## src/rtl/serial_frame_tx.sv

```systemverilog
// Parallel-in/serial-out frame transmitter: loads a word via valid/ready, shifts it
// out one bit per bit_tick in the selected order, optionally followed by a parity bit.
module serial_frame_tx #(
    parameter int unsigned DATA_WIDTH = 8,
    parameter int unsigned MSB_FIRST  = 0,
    parameter int unsigned PARITY_EN  = 0,
    parameter int unsigned ODD_PARITY = 0,
    parameter int unsigned IDLE_LEVEL = 1
) (
    input  logic                  clk,
    input  logic                  reset,
    input  logic [DATA_WIDTH-1:0] data_in,
    input  logic                  load_valid,
    output logic                  load_ready,
    input  logic                  bit_tick,
    output logic                  serial_out,
    output logic                  busy,
    output logic                  frame_done
);

    localparam int unsigned CNT_W = (DATA_WIDTH > 1) ? $clog2(DATA_WIDTH) : 1;

    typedef enum logic [1:0] {
        IDLE,
        SHIFT,
        PARITY
    } state_t;

    state_t                state_q, state_nxt;
    logic [DATA_WIDTH-1:0] shift_q, shift_nxt, shift_adv;
    logic [CNT_W-1:0]      cnt_q, cnt_nxt;
    logic                  par_q, par_nxt;
    logic                  serial_nxt, busy_nxt, ready_nxt, done_nxt;

    // Bit currently at the output end of a shift-register image.
    function automatic logic head(input logic [DATA_WIDTH-1:0] v);
        return (MSB_FIRST != 0) ? v[DATA_WIDTH-1] : v[0];
    endfunction

    // Register contents after one advance toward the output end.
    always_comb begin
        if (MSB_FIRST != 0) begin
            shift_adv = {shift_q[DATA_WIDTH-2:0], 1'b0};
        end else begin
            shift_adv = {1'b0, shift_q[DATA_WIDTH-1:1]};
        end
    end

    // State register and registered outputs.
    always_ff @(posedge clk or negedge reset) begin
        if (!reset) begin
            state_q    <= IDLE;
            shift_q    <= '0;
            cnt_q      <= '0;
            par_q      <= 1'b0;
            serial_out <= 1'(IDLE_LEVEL);
            busy       <= 1'b0;
            load_ready <= 1'b1;
            frame_done <= 1'b0;
        end else begin
            state_q    <= state_nxt;
            shift_q    <= shift_nxt;
            cnt_q      <= cnt_nxt;
            par_q      <= par_nxt;
            serial_out <= serial_nxt;
            busy       <= busy_nxt;
            load_ready <= ready_nxt;
            frame_done <= done_nxt;
        end
    end

    // Next-state and next-output logic.
    always_comb begin
        state_nxt  = state_q;
        shift_nxt  = shift_q;
        cnt_nxt    = cnt_q;
        par_nxt    = par_q;
        serial_nxt = serial_out;
        busy_nxt   = busy;
        ready_nxt  = load_ready;
        done_nxt   = 1'b0;

        case (state_q)
            IDLE: begin
                serial_nxt = 1'(IDLE_LEVEL);
                busy_nxt   = 1'b0;
                ready_nxt  = 1'b1;
                // A tick coinciding with the load is deliberately not acted on here.
                if (load_valid && load_ready) begin
                    state_nxt  = SHIFT;
                    shift_nxt  = data_in;
                    cnt_nxt    = CNT_W'(DATA_WIDTH - 1);
                    par_nxt    = (^data_in) ^ 1'(ODD_PARITY);
                    serial_nxt = head(data_in);
                    busy_nxt   = 1'b1;
                    ready_nxt  = 1'b0;
                end
            end

            SHIFT: begin
                if (bit_tick) begin
                    if (cnt_q != '0) begin
                        shift_nxt  = shift_adv;
                        cnt_nxt    = cnt_q - CNT_W'(1);
                        serial_nxt = head(shift_adv);
                    end else if (PARITY_EN != 0) begin
                        state_nxt  = PARITY;
                        serial_nxt = par_q;
                    end else begin
                        state_nxt  = IDLE;
                        serial_nxt = 1'(IDLE_LEVEL);
                        busy_nxt   = 1'b0;
                        ready_nxt  = 1'b1;
                        done_nxt   = 1'b1;
                    end
                end
            end

            PARITY: begin
                if (bit_tick) begin
                    state_nxt  = IDLE;
                    serial_nxt = 1'(IDLE_LEVEL);
                    busy_nxt   = 1'b0;
                    ready_nxt  = 1'b1;
                    done_nxt   = 1'b1;
                end
            end

            default: begin
                state_nxt  = IDLE;
                serial_nxt = 1'(IDLE_LEVEL);
                busy_nxt   = 1'b0;
                ready_nxt  = 1'b1;
            end
        endcase
    end

endmodule
```

## config.mk

```make
export PLATFORM = sky130hd
export DESIGN_NAME = serial_frame_tx
export DESIGN_NICKNAME = d
export VERILOG_FILES = /design/src/rtl/serial_frame_tx.sv
export SDC_FILE = /design/constraint.sdc
export NUM_CORES = 1
export LEC_CHECK = 0
export ABC_AREA = 1
export CAP_MARGIN = 20
export CORE_MARGIN = 2
export CORE_UTILIZATION = 40
export DETAILED_ROUTE_END_ITERATION = 8
export GPL_TIMING_DRIVEN = 0
export PLACE_DENSITY_LB_ADDON = 0.2
export SYNTH_ARGS = -nofsm -noshare
export SYNTH_HDL_FRONTEND = slang
export SYNTH_SLANG_ARGS = --single-unit
```

## constraint.sdc

```tcl
create_clock -name clk -period 1.9 [get_ports clk]
set_input_delay 0.475 -clock clk [delete_from_list [all_inputs] [get_ports clk]]
set_output_delay 0.475 -clock clk [all_outputs]
set_load 0.01 [all_outputs]
```

Word-level counts from Yosys, hierarchy flattened --
Index checks and enable logic that the tools add are counted.
Storage, ports and cells: bits in registers 17, latch bits 0, memory bits (writable) 0, memory bits (read-only) 0, bits of input ports 12, output and inout port bits 4, logic and storage cells 54, memories 0
Cells by class: $add $sub $neg 1, multiply operators 0, div/mod/pow operators 0, magnitude comparators 0, eq/ne operators 7, shifts and indexed selects 0, multiplexer cells 31, bitwise logic cells 0, reduce and logical (&&, ||, !) cells 8
Operators by type and width (number):
- 2-to-1 mux 8 bit | 3
- one-hot mux 8 bit (2 select lines) | 1
- 2-to-1 mux 1 bit | 14
- inequality test 2 bit, second input constant | 5
- 2-to-1 mux 3 bit | 3
- one-hot mux 1 bit (3 select lines) | 3
- 2-to-1 mux 2 bit | 4
- AND reduction 4 bit | 2
- one-hot mux 2 bit (3 select lines) | 1
- one-hot mux 3 bit (2 select lines) | 1
- AND reduction 3 bit | 1
- nonzero test 3 bit | 1
- subtractor 3 x 1 -> 3 bit, second input constant | 1
- == test 2 x 1 -> 1 bit, second input constant | 1
- == test 2 bit, second input constant | 1
- zero test 2 bit | 1
- one-hot mux 1 bit (2 select lines) | 1
- AND reduction 2 bit | 1
- nonzero test 2 bit | 1
- logical AND 1 bit | 1

Longest topological paths before layout --
Gate-level depths: netlist of the first run.
depth in word-level cells 4, gate-level depth with buffers 7, gate-level depth less buffers 7

Least setup slack after synthesis of the first run --
OpenSTA, ideal clock, no wires.
path kind register -> register, from reg cnt_q[0], to reg shift_q[1], library setup time 0.117 ns, arrival 0.992 ns, required time 1.783 ns, slack 0.791 ns, stages on the path, launching flop included 8, path buffers 0, period minus slack after synthesis 1.109 ns, cell sequence dfrtp_1 inv_1 ha_1 nand2_1 nand2_1 nand2_4 nand3_1 nand2_1
On the way: longest elaborated chain between the ends 3
RTL lines:
- from (decl) | line 31 | logic [CNT_W-1:0] cnt_q, cnt_nxt;
- from (signal assigned) | line 63 | cnt_q <= cnt_nxt;
- nonzero test 3 bit | line 102 | if (cnt_q != '0) begin
- inequality test 2 bit (no line)
- AND reduction 4 bit (no line)
- to (signal assigned) | line 62 | shift_q <= shift_nxt;
- to (decl) | line 30 | logic [DATA_WIDTH-1:0] shift_q, shift_nxt, shift_adv;
No other way between the ends. A chain may end at the register's enable or synchronous reset.

Final worst setup path of the first run --
from reg serial_out, to out serial_out
RTL lines:
- from (decl) | line 16 | output logic serial_out,
- from (signal assigned) | line 56 | serial_out <= 1'(IDLE_LEVEL);
- from (signal assigned) | line 65 | serial_out <= serial_nxt;
No word-level cell between the ends.

==> flow_metrics.tcl, run 1 <==
set metrics [dict create \
    dpl.hpwl_mm 1.13 \
    p_seq_share_pct 33.1 \
    swShare_pct 43.1 \
    synthesis.area_um2 822 \
    slew_headroom_pct 53.2 \
    path_cells "clkdlybuf4s50_1" \
    cts_buffers 3 \
    avgSynthCellArea_um2 7.98 \
    cp.depth 1 \
    p_comb_share_pct 55.8 \
    via_per_inst 4.60 \
    grt_pass1_wl_mm 2.86 \
    run_status "completed" \
    hold_path.class "reg -> reg" \
    clkPwrFrac_pct 11.2 \
    synth-edff-count 0 \
    finalSetupViolations 0 \
    finClkSkew_ns 0.00532 \
    yosysMostFrequentCell "nand2_1" \
    num_vias 690 \
    synthTopCellsByCount "nand2_1 (53), nand3_1 (14), dfrtp_1 (13)" \
    cpLargestDelayFamily "flip-flops" \
    clkLatencyLatePin_ns 0.28 \
    cts_hold_buffers 0 \
    grtUsageTotal_pct 15.4 \
    wl_per_cell_um 10.7 \
    syn_nets 117 \
    netlist_top_cells_area "dfrtp_1 (40%), nand2_1 (24%), nand3_1 (8.5%), dfstp_2 (6.4%), nand3_4 (4.3%)" \
    cp_data_required_time_ns 1.42 \
    rr_startpoint "cnt_q[0]$_DFFE_PN0P_" \
    initial_core_util_pct 42.3 \
    cp_max_fo 2 \
    fin_util_pct 53.5 \
    synthCells 103 \
    finalPower_mw 1.65 \
    hold_end "shift_q[7]$_DFFE_PN0P_" \
    antenna_found_initial 0 \
    rr_endpoint "shift_q[6]$_DFFE_PN0P_" \
    finalMaxSlewViolations 0 \
    yosys_warnings 0 \
    internal_power_uw 937 \
    hold_ws_ns 0.485 \
    nNetsFinal 138 \
    crit_slowest_cell "dfstp_2" \
    cts_htree_levels 1 \
    dr.pass1.iters 4 \
    synthDistinctLibCells 14 \
    power_density_nw_per_um2 1580 \
    yosys.area.top_type "dfrtp_1" \
    cts.sinks 15 \
    die-area_um2 2430 \
    path_class "reg -> out" \
    post-cts-setup-buffers 0 \
    design_area_um2 1040 \
    core_area_um2 1940 \
    placed_cell_area_um2 1010 \
    synth_top_area_share_pct 39.6 \
    synth-seq-area-share_pct 46.0 \
    slowest_delay_ns 0.54 \
    rsz0062_at_grt "no" \
    start_kind "register" \
    fin_crit_sh_pct 95.8 \
    drc_errors 0 \
    grt_pass1_vias 630 \
    clock_path_buffers 2 \
    pin_count 16 \
    period_needed_ns 1.82 \
    gr-total-overflow 0 \
    tightest_slew_ns 0.700 \
    cts_root_buf "clkbuf_4" \
    clk_pin_slew_ns 0.08 \
    die_x_um 49.3 \
    vdd_drop_max_v 0.000854 \
    place.gp.congestion 0.759 \
    p_switching_uw 710 \
    n_antenna_cell 0 \
    grt_max_degree 16 \
    crit_buf_inv 1 \
    area_growth_pct 26.5 \
    synth_ff_type "dfrtp_1" \
    worstHoldPathCells 2 \
    routed_wl_mm 1.60 \
    cts_tree "built" \
    ant_nets 0 \
    arrival_ns 1.35 \
    drive_above_1_share_pct 13.8 \
    ys_ff_latch 15 \
    setup_tns_ns 0 \
    drtIter0Drc 20 \
    hold_viol 0 \
    port_buffers 15 \
    rrSetupSlack_ns 0.65 \
    synthArstFlopShare_pct 100 \
    max-cap-violations 0 \
    r2r_cells 7 \
    ctsResizeCount 0 \
    dieHeight_um 49.3 \
    leakage_nw 0.547 \
    fmax_mhz 549 \
    num_rows 16 \
    end_kind "output pin" \
    hp-start "shift_q[7]$_DFFE_PN0P_" \
]
==> kinds of logic (layout without fill, tap and decap cells) <==
| logic type | count (synthesis) | after routing | synth area share (%) |
|---|---|---|---|
| flip-flops | 15 | 15 | 46.0 |
| adder cells (fa/ha/maj) | 2 | 2 | 3.04 |
| buffers and inverters | 11 | 31 | 8.37 |
| AND/OR/NAND/NOR | 75 | 75 | 42.6 |
==> per-layer routing <==
metal	vias to the layer above	GRT usage [%]	part of all wire [%]
li1	360	-	-
met1	311	20.9	49
met2	14	24.3	46
met3	5	2.15	3.5
met4	0	7.14	2.1
met5	-	0	0
==> how the worst max path moves through the flow <==
stage | endpoint | slack [ns] | startpoint
5_1_grt | serial_out | 0.04 | serial_out$_DFFE_PN1P_
6_report | serial_out | 0.08 | serial_out$_DFFE_PN1P_
2_1_floorplan | shift_q[1]$_DFFE_PN0P_ | 0.79 | cnt_q[0]$_DFFE_PN0P_
3_5_place_dp | shift_q[5]$_DFFE_PN0P_ | 0.29 | load_valid
3_3_place_gp | shift_q[3]$_DFFE_PN0P_ | 0.31 | load_valid
4_1_cts | load_ready | 0.001 | load_ready$_DFFE_PN1P_
==> per-stage QoR <==
stage          cells  setup WS (ns)
6_report         150         0.0799
5_1_grt          150         0.0397
4_1_cts          149        0.00144
3_5_place_dp     145          0.286
3_3_place_gp     145          0.314
2_1_floorplan    103          0.791
==> sequential cells by signal, summed over array words and instances, names as in the netlist <==
register    flops
shift_q         7
cnt_q           3
busy            1
frame_done      1
load_ready      1
serial_out      1
state_q         1
==> area by class of cell <==
class	count	area, um2
clock buffer	4	26.3
tap	27	33.8
multi-input combinational	77	375
sequential	15	378
fill	206	902
inverter	8	35.0
buffer	3	33.8
timing repair buffer	16	158
==> power by group through the flow <==
stage	sequential [mW]	combinational (mW)	clock (mW)
after floorplan	0.571	0.641	0
after global placement	0.559	0.876	0
after detailed placement	0.564	0.898	0
after CTS	0.559	0.900	0.196
after global routing	0.563	1.04	0.208
final	0.544	0.918	0.184
==> cells in the final DEF (no fill, tap or decap), drive strengths merged <==
| cell type | synthesis | routed |
|---|---|---|
| nand2 | 56 | 56 |
| clkbuf | 0 | 4 |
| dfrtp | 13 | 13 |
| nor2 | 2 | 2 |
| clkdlybuf4s50 | 0 | 15 |
| dfstp | 2 | 2 |
| inv | 8 | 8 |
| nand3 | 17 | 17 |
| buf | 3 | 4 |
| ha | 2 | 2 |
Power figures use the tool's default switching activity.
==> run 2: changes to the inputs <==
- GPL_TIMING_DRIVEN: 0 -> unset
==> run 2 against run 1 <==
Against the previous run: clock power shrank 3%; combinational power shrank 11%; flip-flop and latch count is the same; fmax grew 0.89%; critical path type unchanged; register-to-register slack is essentially flat; critical endpoint unchanged; largest power group unchanged; power shrank 4.8%; clock skew grew 0.0020 ns; sequential power grew 5.3%; first-iteration DRC count shrank 30%.
==> flow_metrics.tcl, run 2 (synthesis results as in run 1) <==
set metrics [dict create \
    finalMaxSlewViolations 0 \
    vdd_drop_max_v 0.000773 \
    grt_pass1_vias 577 \
    port_buffers 15 \
    path_class "reg -> out" \
    hold_ws_ns 0.487 \
    max-cap-violations 0 \
    path_cells "clkdlybuf4s50_1" \
    slowest_delay_ns 0.54 \
    rsz0062_at_grt "no" \
    final_cell_mix "nand2_1 (53), nand3_1 (14), clkdlybuf4s50_1 (14)" \
    slew_headroom_pct 86.7 \
    hp-start "serial_out$_DFFE_PN1P_" \
    cts_htree_levels 1 \
    end_kind "output pin" \
    area_growth_pct 23.6 \
    period_needed_ns 1.80 \
    setup_tns_ns 0 \
    drt-met1-wl_um 780 \
    start_kind "register" \
    finalSetupViolations 0 \
    routed_wl_mm 1.48 \
    hold_path.class "reg -> reg" \
    grtUsageTotal_pct 13.5 \
    regMostFlops "shift_q" \
    dieHeight_um 49.3 \
    crit_slowest_cell "dfstp_2" \
    run_status "completed" \
    dpl.hpwl_mm 1.10 \
    die-area_um2 2430 \
    rr_startpoint "cnt_q[0]$_DFFE_PN0P_" \
    n_antenna_cell 0 \
    via_per_inst 4.43 \
    cts.sinks 15 \
    leakage_nw 0.542 \
    die_x_um 49.3 \
    initial_core_util_pct 42.3 \
    post-cts-setup-buffers 0 \
    gr-total-overflow 0 \
    arrival_ns 1.33 \
    critPathLaunch "serial_out$_DFFE_PN1P_" \
    drc_errors 0 \
    nNetsFinal 136 \
    place.gp.congestion 0.754 \
    cts_tree "built" \
    cts_buffers 3 \
    drive_above_1_share_pct 12.4 \
    ctsResizeCount 0 \
    drtIter0Drc 14 \
    reg.largest.list "shift_q x7, cnt_q x3" \
    core_area_um2 1940 \
    top_layer "met4" \
    cp_data_required_time_ns 1.42 \
    clock_path_buffers 2 \
    num_rows 16 \
    clkLatencyLatePin_ns 0.27 \
    cpLargestDelayFamily "flip-flops" \
    power_density_nw_per_um2 1540 \
    wl_per_cell_um 10.0 \
    ant_nets 0 \
    wl_met3_um 63 \
    placed_cell_area_um2 987 \
    cts_hold_buffers 0 \
    largest_reg_flops 7 \
    cp_max_fo 2 \
    grt_max_degree 16 \
    layout_commonest_cell "nand2_1" \
    num_vias 656 \
    antenna_found_initial 0 \
    tightest_slew_ns 0.200 \
    design_area_um2 1020 \
    fin_crit_sh_pct 94.9 \
    fmax_mhz 554 \
    pin_count 16 \
    finClkSkew_ns 0.00736 \
    met2_wirelength_um 622 \
    dr.pass1.iters 4 \
    hold_viol 0 \
    cts_root_buf "clkbuf_4" \
    grt_pass1_wl_mm 2.59 \
    clk_pin_slew_ns 0.08 \
    crit_buf_inv 1 \
    rrSetupSlack_ns 0.66 \
]
==> run 2: final timing paths <==
check | endpoint | cells after the start
hold reg to reg | serial_out$_DFFE_PN1P_ | 2
setup / recovery | serial_out | 1
min in group asynchronous | shift_q[6]$_DFFE_PN0P_ | 2
hold / removal | serial_out$_DFFE_PN1P_ | 2
setup reg to reg | cnt_q[2]$_DFFE_PN0P_ | 7
max in group asynchronous | serial_out$_DFFE_PN1P_ | 2
==> run 2: cell type report <==
cell class / instances / area [um2]
Multi-Input combinational cell: 77 / 375
Inverter: 8 / 35.0
Clock buffer: 4 / 26.3
Sequential cell: 15 / 378
Tap cell: 27 / 33.8
Timing Repair Buffer: 17 / 168
Fill cell: 195 / 926
==> run 2: layer usage <==
metal  global-route usage (%)  vias up
met5                        0        -
met4                     5.71        0
met3                     2.45        2
met2                     18.9       15
met1                     20.1      281
li1                         -      358
==> run 2: stage by stage <==
stage                     util (%)  instances  setup slack, ns  total power, mW
after global placement        50.8        144            0.333             1.39
after floorplan                  -        103            0.791             1.21
after CTS                     52.2        148           0.0210             1.58
final                         52.3        148           0.0960             1.57
after global routing          52.3        148           0.0545             1.73
after detailed placement      50.8        144            0.326             1.41
==> run 2: where the power goes <==
group / switching, mW / total, mW / internal (mW)
Sequential: 0.0960 / 0.573 / 0.477
Clock: 0.0964 / 0.178 / 0.0812
Combinational: 0.490 / 0.818 / 0.327
==> run 2: tightest hold or removal path, delay by kind of cell, from the launching register on <==
family           cells  cell delay, ns
and+or+nand+nor      2            0.12
DFF                  1            0.38
